`src/rtl/frame_sync_pkg.sv`:
```
// Shared types and default constants for the frame_sync block.
// Optional feature macro used by the block: FRAME_SYNC_POLARITY_EN.
package frame_sync_pkg;

    // Synchroniser states, 2-bit encoding.
    typedef enum logic [1:0] {
        HUNT    = 2'd0,
        LOCK    = 2'd1,
        PAYLOAD = 2'd2
    } state_t;

    localparam int              PRE_MIN     = 32;
    localparam int              SFD_WIDTH   = 16;
    localparam logic [15:0]     SFD         = 16'b1101000000001000;
    localparam int              SFD_TIMEOUT = 128;
    localparam int              PAYLOAD_LEN = 176;

    // Width of a counter that must hold values 0..max.
    function automatic int cnt_width(input int max);
        return $clog2(max + 1);
    endfunction

endpackage

```
`src/rtl/frame_sync_if.sv`:
```
// Serial line and framed payload bundle between the line side and Receiver.
//
// Handshake: Valid qualifies Output for exactly one cycle per payload bit;
// there is no back-pressure (no ready), the receiver must accept every
// cycle in which Valid is high. FrameStart/FrameEnd are only ever high
// together with Valid. Input is one serial bit per clock, always consumed.
interface frame_sync_if;
    logic Input;
    logic Output;
    logic Valid;
    logic FrameStart;
    logic FrameEnd;
    logic Locked;
    logic Error;

    // Line driver / receiver side.
    modport master (
        output Input,
        input  Output, Valid, FrameStart, FrameEnd, Locked, Error
    );

    // Synchroniser side.
    modport slave (
        input  Input,
        output Output, Valid, FrameStart, FrameEnd, Locked, Error
    );
endinterface

```
`src/rtl/frame_sync_sfd_correlator.sv`:
```
// Start-frame-delimiter correlator: bit history plus equality compare.
// The compared window is the stored history with the current bit appended,
// so a match is reported in the same cycle the last SFD bit arrives.
// FRAME_SYNC_POLARITY_EN: also report a match against the inverted SFD.
module sfd_correlator #(
    parameter int                   SFD_WIDTH = frame_sync_pkg::SFD_WIDTH,
    parameter logic [SFD_WIDTH-1:0] SFD       = frame_sync_pkg::SFD
) (
    input  logic Clock,
    input  logic Reset,
    input  logic clear,
    input  logic shift_en,
    input  logic bit_in,
    output logic match,
    output logic match_inv
);

    // Only SFD_WIDTH-1 bits need storing: the newest bit is the live input.
    logic [SFD_WIDTH-2:0] hist_q, hist_d;
    logic [SFD_WIDTH-1:0] window;

    // Build the compare window and the next history value.
    always_comb begin
        window = {hist_q, bit_in};
        hist_d = hist_q;
        if (clear) begin
            hist_d = '0;
        end else if (shift_en) begin
            hist_d = window[SFD_WIDTH-2:0];
        end
    end

    // History register.
    always_ff @(posedge Clock) begin
        if (Reset) begin
            hist_q <= '0;
        end else begin
            hist_q <= hist_d;
        end
    end

    assign match = shift_en && (window == SFD);

`ifdef FRAME_SYNC_POLARITY_EN
    assign match_inv = shift_en && (window == ~SFD);
`else
    assign match_inv = 1'b0;
`endif

endmodule

```
`src/rtl/frame_sync.sv`:
```
// Serial frame synchroniser: hunts for an alternating preamble, locks,
// waits for the SFD, then forwards PAYLOAD_LEN bits with framing strobes.
// FRAME_SYNC_POLARITY_EN: an inverted SFD is accepted and the payload of
// that frame is re-inverted before it is forwarded.
module frame_sync #(
    parameter int                   PRE_MIN     = frame_sync_pkg::PRE_MIN,
    parameter int                   SFD_WIDTH   = frame_sync_pkg::SFD_WIDTH,
    parameter logic [SFD_WIDTH-1:0] SFD         = frame_sync_pkg::SFD,
    parameter int                   SFD_TIMEOUT = frame_sync_pkg::SFD_TIMEOUT,
    parameter int                   PAYLOAD_LEN = frame_sync_pkg::PAYLOAD_LEN
) (
    input  logic                   Clock,
    input  logic                   Reset,
    frame_sync_if.slave            bus,
    output frame_sync_pkg::state_t state_dbg
);
    import frame_sync_pkg::*;

    localparam int AW = cnt_width(PRE_MIN);
    localparam int TW = cnt_width(SFD_TIMEOUT);
    localparam int PW = cnt_width(PAYLOAD_LEN);

    localparam logic [AW-1:0] ALT_MAX  = AW'(PRE_MIN);
    localparam logic [AW-1:0] ALT_ONE  = AW'(1);
    localparam logic [TW-1:0] TB_MAX   = TW'(SFD_TIMEOUT);
    localparam logic [PW-1:0] PAY_LAST = PW'(PAYLOAD_LEN - 1);

    state_t        state_q, state_d;
    logic          prev_q, prev_d;
    logic [AW-1:0] alt_cnt_q, alt_cnt_d;
    logic [TW-1:0] tb_cnt_q, tb_cnt_d;
    logic [PW-1:0] pay_cnt_q, pay_cnt_d;
    logic          inv_q, inv_d;
    logic          out_q, out_d;
    logic          valid_q, valid_d;
    logic          start_q, start_d;
    logic          end_q, end_d;
    logic          err_q, err_d;

    logic          match, match_inv;

    sfd_correlator #(
        .SFD_WIDTH (SFD_WIDTH),
        .SFD       (SFD)
    ) u_corr (
        .Clock     (Clock),
        .Reset     (Reset),
        .clear     (state_q == HUNT),
        .shift_en  (state_q == LOCK),
        .bit_in    (bus.Input),
        .match     (match),
        .match_inv (match_inv)
    );

    // Next-state and registered-output logic for the synchroniser FSM.
    always_comb begin
        state_d   = state_q;
        prev_d    = bus.Input;
        alt_cnt_d = alt_cnt_q;
        tb_cnt_d  = tb_cnt_q;
        pay_cnt_d = pay_cnt_q;
        inv_d     = inv_q;
        out_d     = out_q;
        valid_d   = 1'b0;
        start_d   = 1'b0;
        end_d     = 1'b0;
        err_d     = 1'b0;

        unique case (state_q)
            HUNT: begin
                inv_d     = 1'b0;
                tb_cnt_d  = '0;
                pay_cnt_d = '0;
                // A zero count means no previous bit yet: this bit starts a run of one.
                if (alt_cnt_q == '0 || bus.Input == prev_q) begin
                    alt_cnt_d = ALT_ONE;
                end else if (alt_cnt_q != ALT_MAX) begin
                    alt_cnt_d = alt_cnt_q + 1'b1;
                end
                if (alt_cnt_d == ALT_MAX) begin
                    state_d = LOCK;
                end
            end

            LOCK: begin
                tb_cnt_d = tb_cnt_q + 1'b1;
                // A match on the final allowed bit still wins over the timeout.
                if (match || match_inv) begin
                    state_d   = PAYLOAD;
                    pay_cnt_d = '0;
                    inv_d     = match_inv && !match;
                end else if (tb_cnt_d == TB_MAX) begin
                    err_d     = 1'b1;
                    state_d   = HUNT;
                    alt_cnt_d = '0;
                    tb_cnt_d  = '0;
                end
            end

            PAYLOAD: begin
                out_d   = bus.Input ^ inv_q;
                valid_d = 1'b1;
                start_d = (pay_cnt_q == '0);
                end_d   = (pay_cnt_q == PAY_LAST);
                if (pay_cnt_q == PAY_LAST) begin
                    state_d   = HUNT;
                    pay_cnt_d = '0;
                    alt_cnt_d = '0;
                    tb_cnt_d  = '0;
                end else begin
                    pay_cnt_d = pay_cnt_q + 1'b1;
                end
            end

            default: begin
                state_d   = HUNT;
                alt_cnt_d = '0;
                tb_cnt_d  = '0;
                pay_cnt_d = '0;
                inv_d     = 1'b0;
            end
        endcase
    end

    // State, counters and output registers.
    always_ff @(posedge Clock) begin
        if (Reset) begin
            state_q   <= HUNT;
            prev_q    <= 1'b0;
            alt_cnt_q <= '0;
            tb_cnt_q  <= '0;
            pay_cnt_q <= '0;
            inv_q     <= 1'b0;
            out_q     <= 1'b0;
            valid_q   <= 1'b0;
            start_q   <= 1'b0;
            end_q     <= 1'b0;
            err_q     <= 1'b0;
        end else begin
            state_q   <= state_d;
            prev_q    <= prev_d;
            alt_cnt_q <= alt_cnt_d;
            tb_cnt_q  <= tb_cnt_d;
            pay_cnt_q <= pay_cnt_d;
            inv_q     <= inv_d;
            out_q     <= out_d;
            valid_q   <= valid_d;
            start_q   <= start_d;
            end_q     <= end_d;
            err_q     <= err_d;
        end
    end

    assign bus.Output     = out_q;
    assign bus.Valid      = valid_q;
    assign bus.FrameStart = start_q;
    assign bus.FrameEnd   = end_q;
    assign bus.Error      = err_q;
    assign bus.Locked     = (state_q != HUNT);
    assign state_dbg      = state_q;

endmodule

```
`src/flat_wrapper.sv`:
```
// flat-port wrapper written by rule: the top's interface ports become plain ports
module frame_sync_flat import frame_sync_pkg::*;
#(
    parameter int                   PRE_MIN     = frame_sync_pkg::PRE_MIN,
    parameter int                   SFD_WIDTH   = frame_sync_pkg::SFD_WIDTH,
    parameter logic [SFD_WIDTH-1:0] SFD         = frame_sync_pkg::SFD,
    parameter int                   SFD_TIMEOUT = frame_sync_pkg::SFD_TIMEOUT,
    parameter int                   PAYLOAD_LEN = frame_sync_pkg::PAYLOAD_LEN
)
  (Clock, Reset, state_dbg, bus_Input, bus_Output, bus_Valid, bus_FrameStart, bus_FrameEnd, bus_Locked, bus_Error);
  frame_sync_if bus_i ();
  input  logic Clock;
  input  logic Reset;
  output frame_sync_pkg::state_t state_dbg;
  input wire logic [$bits(bus_i.Input)-1:0] bus_Input;
  output wire logic [$bits(bus_i.Output)-1:0] bus_Output;
  output wire logic [$bits(bus_i.Valid)-1:0] bus_Valid;
  output wire logic [$bits(bus_i.FrameStart)-1:0] bus_FrameStart;
  output wire logic [$bits(bus_i.FrameEnd)-1:0] bus_FrameEnd;
  output wire logic [$bits(bus_i.Locked)-1:0] bus_Locked;
  output wire logic [$bits(bus_i.Error)-1:0] bus_Error;
  assign bus_i.Input = bus_Input;
  assign bus_Output = bus_i.Output;
  assign bus_Valid = bus_i.Valid;
  assign bus_FrameStart = bus_i.FrameStart;
  assign bus_FrameEnd = bus_i.FrameEnd;
  assign bus_Locked = bus_i.Locked;
  assign bus_Error = bus_i.Error;
  frame_sync #(.PRE_MIN(PRE_MIN), .SFD_WIDTH(SFD_WIDTH), .SFD(SFD), .SFD_TIMEOUT(SFD_TIMEOUT), .PAYLOAD_LEN(PAYLOAD_LEN)) u_core (.Clock(Clock), .Reset(Reset), .bus(bus_i), .state_dbg(state_dbg));
endmodule
```
`config.mk`:
```
export PLATFORM = sky130hd
export DESIGN_NAME = frame_sync_flat
export DESIGN_NICKNAME = d
export VERILOG_FILES = /design/src/rtl/frame_sync_pkg.sv /design/src/rtl/frame_sync_if.sv /design/src/rtl/frame_sync_sfd_correlator.sv /design/src/rtl/frame_sync.sv /design/src/flat_wrapper.sv
export SDC_FILE = /design/constraint.sdc
export NUM_CORES = 1
export LEC_CHECK = 0
export CORE_ASPECT_RATIO = 0.75
export CORE_MARGIN = 2
export CORE_UTILIZATION = 53
export CTS_CLUSTER_DIAMETER = 30
export DETAILED_ROUTE_END_ITERATION = 10
export PLACE_DENSITY = 0.74
export SLEW_MARGIN = 20
export SYNTH_ARGS = -nofsm -noshare
export SYNTH_HDL_FRONTEND = slang
export SYNTH_HIERARCHICAL = 1
export SYNTH_SLANG_ARGS = --single-unit
```
`constraint.sdc`:
```
create_clock -name Clock -period 2.7 [get_ports Clock]
set_clock_uncertainty 0.15 [all_clocks]
set_input_delay 0.54 -clock Clock [delete_from_list [all_inputs] [get_ports Clock]]
set_output_delay 0.54 -clock Clock [all_outputs]
set_load 0.03 [all_outputs]
```
-- Word level (Yosys, flattened, before mapping)
Index checks and enable logic that the tools add are counted.
Widths: inputs -> output; s select.
- $add $sub $neg: 3
- equality and inequality tests: 14
- multiplexer cells: 23
- bitwise operators: 3
- reduce and logical (&&, ||, !) cells: 12
- operators with widths (operator ; count):
    $mux 8 ; 5
    $mux 6 ; 6
    $pmux 8 s2 ; 2
    $pmux 6 s3 ; 1
    $add 8x1->8 const B ; 2
    $eq 16x16->1 const B ; 1
    $eq 8x8->1 const B ; 2
    $logic_not 8->1 ; 1
    $mux 2 ; 4
    $ne 2x1->1 const B ; 4
    $add 6x1->6 const B ; 1
    $eq 6x6->1 const B ; 1
    $logic_not 6->1 ; 1
    $ne 6x6->1 const B ; 1
    $pmux 2 s3 ; 1
    $reduce_and 3->1 ; 2
    $reduce_or 2->1 ; 2
    $mux 1 ; 3
    $ne 3x1->1 const B ; 1
    $reduce_or 3->1 ; 1
    $eq 2x1->1 const B ; 1
    $eq 2x2->1 const B ; 1
    $logic_not 2->1 ; 1
    $ne 2x2->1 const B ; 1
    other kinds (8) ; 9
- register bits: 46
- word-level logic and storage cells: 67

-- Depth between registers and ports, before layout
Gate-level depths: netlist of the first run.
- depth in word-level cells: 7
- gate-level depth with buffers: 13
- mapped depth without buffers: 10

-- By module
The synthesis of the first run kept the hierarchy.
- modules (own cells, without submodules) (module ; times used ; cells an instance ; area an instance (µm²)):
    frame_sync ; 1 ; 200 ; 1670.4
    sfd_correlator ; 1 ; 58 ; 619.3

-- Least setup slack after synthesis of the first run
OpenSTA, ideal clock, no wires.
- path kind: register to register
- from: register u_core.state_q[1], in the netlist u_core/state_dbg[1]
- to: register u_core.pay_cnt_q[5]
- setup time: 0.118 ns
- arrival: 2.613 ns
- data required time: 2.432 ns
- path slack: -0.180 ns
- stages on the path, launching flop included: 14
- clock period less this slack: 2.880 ns
- cells stage by stage: dfxtp_1 > nand2b_1 > buf_1 > inv_1 > buf_6 > and4b_1 > nand4_1 > nor4_2 > or4b_1 > buf_2 > and3_4 > nand4_1 > xor2_1 > nor2_1
- cells in the longest elaborated chain, start to end: 3
- ends and longest elaborated chain (what ; line ; text):
    start, declared ; frame_sync.sv:28 ; state_t state_q, state_d;
    start signal, assigned ; frame_sync.sv:140 ; state_q <= state_d;
    $eq 2x1->1 ; frame_sync.sv:49 ; .shift_en (state_q == LOCK),
    $logic_and 1x1->1 ; frame_sync_sfd_correlator.sv:42 ; assign match = shift_en && (window == SFD);
    net u_core.match ; frame_sync.sv:40 ; logic match, match_inv;
    $ne 2x1->1 (no source line) ; - ;
    end signal, assigned ; frame_sync.sv:144 ; pay_cnt_q <= pay_cnt_d;
    end, declared ; frame_sync.sv:32 ; logic [PW-1:0] pay_cnt_q, pay_cnt_d;
The timed path passes the listed nets, and every way through them passes these cells.
A chain may end at the register's enable or synchronous reset.

-- Worst setup path in the final report of the first run
- from: register u_core.state_q[1], in the netlist u_core/state_dbg[1]
- to: output port bus_Locked
- cells in the longest elaborated chain, start to end: 1
- ends and longest elaborated chain (what ; line ; text):
    $reduce_bool 2->1 ; frame_sync.sv:159 ; assign bus.Locked = (state_q != HUNT);
    end, declared ; flat_wrapper.sv:20 ; output wire logic [$bits(bus_i.Locked)-1:0] bus_Locked;
Every way passes these cells.

==> flow_summary.ini, run 1 <==
[outcome]
status = completed

[clocking]
cts.sinks = 46
hold_buffers = 0
cts_tree = built
clockBufferDepth = 2
clock_latency_ps = 290
cts_max_level = 2
path_clk_slew_ps = 80
cts_made_buffers = 5
cts_resized = 0
post_cts_buffers = 0
root_buffer = clkbuf_8

[job]
maxCapViolations = 0

[min_path]
hold_end = u_core/inv_q$_SDFFE_PP0P_
hold_start = u_core/inv_q$_SDFFE_PP0P_
min_path_type = register to register
hold-path-cell-count = 2

[drt]
viasPerCell = 5.58
route.antenna.remaining_nets = 0
drc = 0
vias = 1801
firstDrtPassIters = 4
wire_per_inst_um = 13.4
drt_iter0_drc = 90
drt_wl_total_mm = 4.34

[final_layout]
fill_cells = 376
diodes = 0
area_growth_pct = 10.7
drive_gt1_share_pct = 9.33
fin_nets = 275

[synth]
synth_warnings = 6
synth_edf_count = 0
yosys.area.top_type = dfxtp_1
synth_area_um2 = 2290
synth.most_common_cell = nor2_1
ys.flop_type = dfxtp_1
synth_top_cell_area_share_pct = 40.2
ys_seq_area_share_pct = 40.2
synthTopCellsByCount = nor2_1 (50), dfxtp_1 (46), mux2i_1 (16)
syn_area_per_cell_um2 = 8.87
ys_ff_latch = 46
synth.distinct_cells = 48
synth_cells = 258
synth.area.top_cells = dfxtp_1 (40%), nor2_1 (8.2%), mux2i_1 (7.0%)
async_reset_ff_share_pct = 0
synth_nets = 266

[floorplan]
ios = 11
coreArea_um2 = 4100
fp-row-count = 20
die-height_um = 60.9
die_w_um = 79.9
start_util_pct = 55.8
dieArea_um2 = 4870

[sta]
rsz0062_at_grt = no
maxSlewViolCount = 0
fin_tns_setup_ps = 0
setup_viol = 0
period_minus_slack_ps = 2280
min_period_over_period_pct = 84.5
worst_pin_slew_ps = 552
relSlewSlack_pct = 63.1
fmax_ghz = 0.438
finalHoldViolCount = 0

[grt]
grt_pass1_wl_mm = 7.29
grt_pass1_vias = 1613
grt_usage_pct = 19.5
grt_max_degree = 22
grt.overflow.total = 0
antenna_found_initial = 0

[power_and_ir_drop]
power_mw = 1.23
max-vdd-ir-drop_mv = 0.423
leakage_nw = 0.841
p_per_area_nw_per_um2 = 484

[setup_path]
critPathTopFamily = buffers and inverters
end_kind = output pin
required_ps = 2010
rr_worst_depth = 10
start_kind = register
crit_path_top_delay_cell = clkdlybuf4s50_1
cp_num_buf_inv = 2
rr_endpoint = u_core/pay_cnt_q[5]$_SDFFE_PP0N_
critPathKind = register to output pin
path_cells = nor2_1 > inv_1 > clkdlybuf4s50_1
crit_fanout = 6
crit_arrival_ps = 1590
r2r_start = u_core/state_dbg[1]$_SDFFE_PP0P_
slowest_delay_ps = 600
rrSetupSlack_ps = 510

[placement]
place.gp.congestion = 0.809
dp.final_hpwl_mm = 3.01
place.port_buffers = 10
-- worst reg2reg max path: cells and delay by family (launching register included) --
family        cells  cell delay (ps)
simple gates      8             1360
flops             1              380
buf+inv           1               60
xor+xnor          1              150
-- cell families after synthesis --
group / share of synthesized area [%]
mux: 6.99
fa+ha+maj: 2.73
buf+inv: 5.41
xor+xnor: 5.36
simple gates: 25.1
flops: 40.2
other cells: 0.164
compound gates: 14.0
-- layout make-up --
class / instances / area, um^2 / share of cell area [%]
repair buffers: 17 / 153 / 6.02
multi-input cells: 188 / 1240 / 49.1
clock buffers: 6 / 72.6 / 2.86
clock inverters: 2 / 37.5 / 1.48
inverters: 9 / 33.8 / 1.33
well taps: 55 / 68.8 / 2.72
flip-flops and latches: 46 / 923 / 36.4
-- stage by stage --
step	utilization (%)	std cells	cell area (um^2)	hold WS [ps]	worst slack (ps)
global placement	59.1	315	2420	325	222
global route	61.7	323	2530	369	331
floorplan	-	258	2290	302	26.4
finish	61.7	323	2530	352	419
detailed placement	59.1	315	2420	331	184
CTS	61.7	323	2530	351	407
-- routing by layer --
| metal | vias to the layer above | global-route usage [%] | wire length [um] |
|---|---|---|---|
| li1 | 925 | - | - |
| met3 | 7 | 4.46 | 126 |
| met1 | 840 | 25.8 | 2200 |
| met5 | - | 0 | 0 |
| met4 | 0 | 6.54 | 48 |
| met2 | 29 | 32.1 | 1970 |
-- report_power, final --
group,leakage (nW),switching (mW),internal (mW),total (mW)
combinational,0.417,0.0223,0.0162,0.0385
sequential,0.372,0.00363,0.680,0.684
clock,0.0514,0.227,0.276,0.503
-- how the worst max path moves through the flow --
stage,slack (ps),to,start,cells past startpoint
4_1_cts,410,bus_Locked,u_core/state_dbg[1]$_SDFFE_PP0P_,3
3_5_place_dp,180,u_core/pay_cnt_q[5]$_SDFFE_PP0N_,bus_Input,9
5_1_grt,330,bus_Locked,u_core/state_dbg[1]$_SDFFE_PP0P_,3
3_3_place_gp,220,u_core/pay_cnt_q[5]$_SDFFE_PP0N_,bus_Input,9
6_report,420,bus_Locked,u_core/state_dbg[1]$_SDFFE_PP0P_,3
2_1_floorplan,30,u_core/pay_cnt_q[5]$_SDFFE_PP0N_,u_core/state_dbg[1]$_SDFFE_PP0P_,13
-- sequential cells by signal (all words and copies together) (netlist names) --
signal	flops
u_core/u_corr/hist_q	15
u_core/pay_cnt_q	8
u_core/tb_cnt_q	8
u_core/alt_cnt_q	6
u_core/state_dbg	2
u_core/bus.Error	1
u_core/bus.FrameEnd	1
u_core/bus.FrameStart	1
u_core/bus.Output	1
u_core/bus.Valid	1
u_core/inv_q	1
u_core/prev_q	1
-- cells in the final DEF (no fill, tap or decap), types with 5 or more instances in the layout --
master | Yosys | layout
nor2b_1 | 5 | 5
buf_4 | 1 | 7
nand3_1 | 11 | 11
xor2_1 | 7 | 7
mux2i_1 | 16 | 16
dfxtp_1 | 46 | 44
clkbuf_8 | 0 | 5
ha_1 | 5 | 5
xnor2_1 | 7 | 7
clkdlybuf4s50_1 | 0 | 10
a211oi_1 | 9 | 9
nor2_1 | 50 | 50
nand2_1 | 7 | 7
o21ai_0 | 9 | 9
inv_1 | 9 | 9
a21oi_1 | 9 | 9
Power figures use the tool's default switching activity.
==> inputs of run 2 (changes only) <==
--- a/config.mk
+++ b/config.mk
@@ -7,10 +7,10 @@
 export LEC_CHECK = 0
 export CORE_ASPECT_RATIO = 0.75
 export CORE_MARGIN = 2
-export CORE_UTILIZATION = 53
+export CORE_UTILIZATION = 59
 export CTS_CLUSTER_DIAMETER = 30
 export DETAILED_ROUTE_END_ITERATION = 10
-export PLACE_DENSITY = 0.74
+export PLACE_DENSITY = 0.78
 export SLEW_MARGIN = 20
 export SYNTH_ARGS = -nofsm -noshare
 export SYNTH_HDL_FRONTEND = slang
==> constraint.sdc (replaced) <==
create_clock -name Clock -period 2.2 [get_ports Clock]
set_clock_uncertainty 0.15 [all_clocks]
set_input_delay 0.44 -clock Clock [delete_from_list [all_inputs] [get_ports Clock]]
set_output_delay 0.44 -clock Clock [all_outputs]
set_load 0.03 [all_outputs]
==> flow_summary.ini, run 2 (same netlist as run 1, synthesis figures left out) <==
[outcome]
status = completed

[power_and_ir_drop]
power_mw = 1.41
switching_share_pct = 23.5
p_per_area_nw_per_um2 = 537
max-vdd-ir-drop_mv = 0.435
leakage_nw = 0.892
p_seq_share_pct = 59.0
p_switching_uw = 332
internal_power_mw = 1.08
combPwrFrac_pct = 3.8
p_clk_share_pct = 37.1

[placement]
dp.cells = 321
place.port_buffers = 10
place.gp.congestion = 0.810
dp.final_hpwl_mm = 3.08

[grt]
antenna_found_initial = 0
grt_pass1_wl_mm = 7.31
grt_max_degree = 21
grt_pass1_vias = 1569
grt_usage_pct = 21.2
grt.overflow.total = 0

[sta]
maxSlewViolCount = 0
period_minus_slack_ps = 2090
fmax_ghz = 0.479
setup_viol = 0
min_period_over_period_pct = 94.9
finalHoldViolCount = 0
fin_tns_setup_ps = 0

[final_layout]
reg_top3 = u_core/u_corr/hist_q x15, u_core/pay_cnt_q x8, u_core/tb_cnt_q x8
diodes = 0
final_cell_mix = nor2_1 (50), dfxtp_1 (44), mux2i_1 (16)
fill_cells = 304
regMostFlops = u_core/u_corr/hist_q
largest_reg_flops = 15
fin_nets = 284
final_common_cell = nor2_1
drive_gt1_share_pct = 14.4
area_growth_pct = 14.9
layout.cells.non_filler = 329

[setup_path]
crit_arrival_ps = 2150
cpMostUsedCell = nand4_1
slowest_delay_ps = 490
crit_fanout = 3
crit_path_top_delay_cell = or4b_4
required_ps = 2260
end_kind = register
path_cells = nand2b_4 > inv_6 > and4b_1 > nand4_1 > nor4_4 > or4b_4 > and3_4 > nand4_1 > xor2_1 > nor2_1
cp_num_buf_inv = 1
start_kind = register
critPathTopFamily = simple AND/OR/NAND/NOR gates
critPathKind = register to register

[clocking]
cts_made_buffers = 5
cts.sinks = 46
path_clk_slew_ps = 90
post_cts_buffers = 0
root_buffer = clkbuf_8
cts_tree = built
cts_max_level = 2
clockBufferDepth = 2
clock_latency_ps = 310
hold_buffers = 0

[drt]
drt_wl_total_mm = 4.41
firstDrtPassIters = 4
drc = 0
vias = 1849
viasPerCell = 5.62
wire_per_inst_um = 13.4
drt_iter0_drc = 93
route.antenna.remaining_nets = 0

[floorplan]
ios = 11
die_w_um = 75.9
start_util_pct = 62.1
coreArea_um2 = 3680
die-height_um = 58.0
fp-row-count = 19
dieArea_um2 = 4400

[min_path]
min_path_type = register to register

[job]
maxCapViolations = 0
## run 2: per-layer routing
layer	track usage [%]	up-vias	wire length, um
li1	-	949	-
met1	29.5	874	2190
met2	32.3	19	2000
met3	4.67	7	150
met4	9.35	0	65
met5	0	-	0
## run 2: final cells by class
cell class	instances	area, um^2	share of cell area, %
Clock inverter	3	20.0	0.761
Inverter	9	38.8	1.47
Multi-Input combinational cell	188	1280	48.6
Sequential cell	46	928	35.3
Timing Repair Buffer	26	231	8.80
Tap cell	52	65.1	2.47
Clock buffer	5	68.8	2.62
## run 2: path summary, 6_finish.rpt
| kind | start | endpoint | slack [ps] | depth (start not counted) |
|---|---|---|---|---|
| worst max-delay path | u_core/state_dbg[1]$_SDFFE_PP0P_ | u_core/pay_cnt_q[5]$_SDFFE_PP0N_ | 110 | 10 |
| worst min-delay path | u_core/bus.Output$_SDFFE_PP0P_ | u_core/bus.Output$_SDFFE_PP0P_ | 360 | 2 |
| worst max register to register | u_core/state_dbg[1]$_SDFFE_PP0P_ | u_core/pay_cnt_q[5]$_SDFFE_PP0N_ | 110 | 10 |
| worst min register to register | u_core/bus.Output$_SDFFE_PP0P_ | u_core/bus.Output$_SDFFE_PP0P_ | 360 | 2 |
## run 2: through the flow
stage	area [um^2]	hold WS [ps]	util [%]	setup WS (ps)
floorplan	2330	302	-	-294
CTS	2610	362	70.9	55.1
finish	2630	360	71.4	112
detailed placement	2530	349	68.6	-237
global placement	2530	324	68.6	-228
global route	2630	374	71.4	-0.880
## run 2: timing repair
item,CTS,global route
hold endpoints to repair,0,0
pin swaps,0,2
gates resized for setup,1,4
setup endpoints to repair,1,4
## run 2: tightest hold or removal path, stage by stage (launching register included)
cell	delay, ps
dfxtp_1	320
nor2_1	100
a211oi_1	50
## run 2: power groups by stage
stage	combinational, mW	clock (mW)	sequential [mW]
6_report	0.0543	0.525	0.835
5_1_grt	0.0613	0.567	0.836
4_1_cts	0.0543	0.547	0.835
3_5_place_dp	0.0538	0	0.855
3_3_place_gp	0.0538	0	0.855
2_1_floorplan	0.0333	0	0.855
==> inputs of run 3 (changes only) <==
--- a/config.mk
+++ b/config.mk
@@ -8,7 +8,7 @@
 export CORE_ASPECT_RATIO = 0.75
 export CORE_MARGIN = 2
 export CORE_UTILIZATION = 59
-export CTS_CLUSTER_DIAMETER = 30
+export CTS_CLUSTER_DIAMETER = 150
 export DETAILED_ROUTE_END_ITERATION = 10
 export PLACE_DENSITY = 0.78
 export SLEW_MARGIN = 20
==> results of run 3 <==
Same layout as run 2: the final DEF is identical, and so are final timing and power.
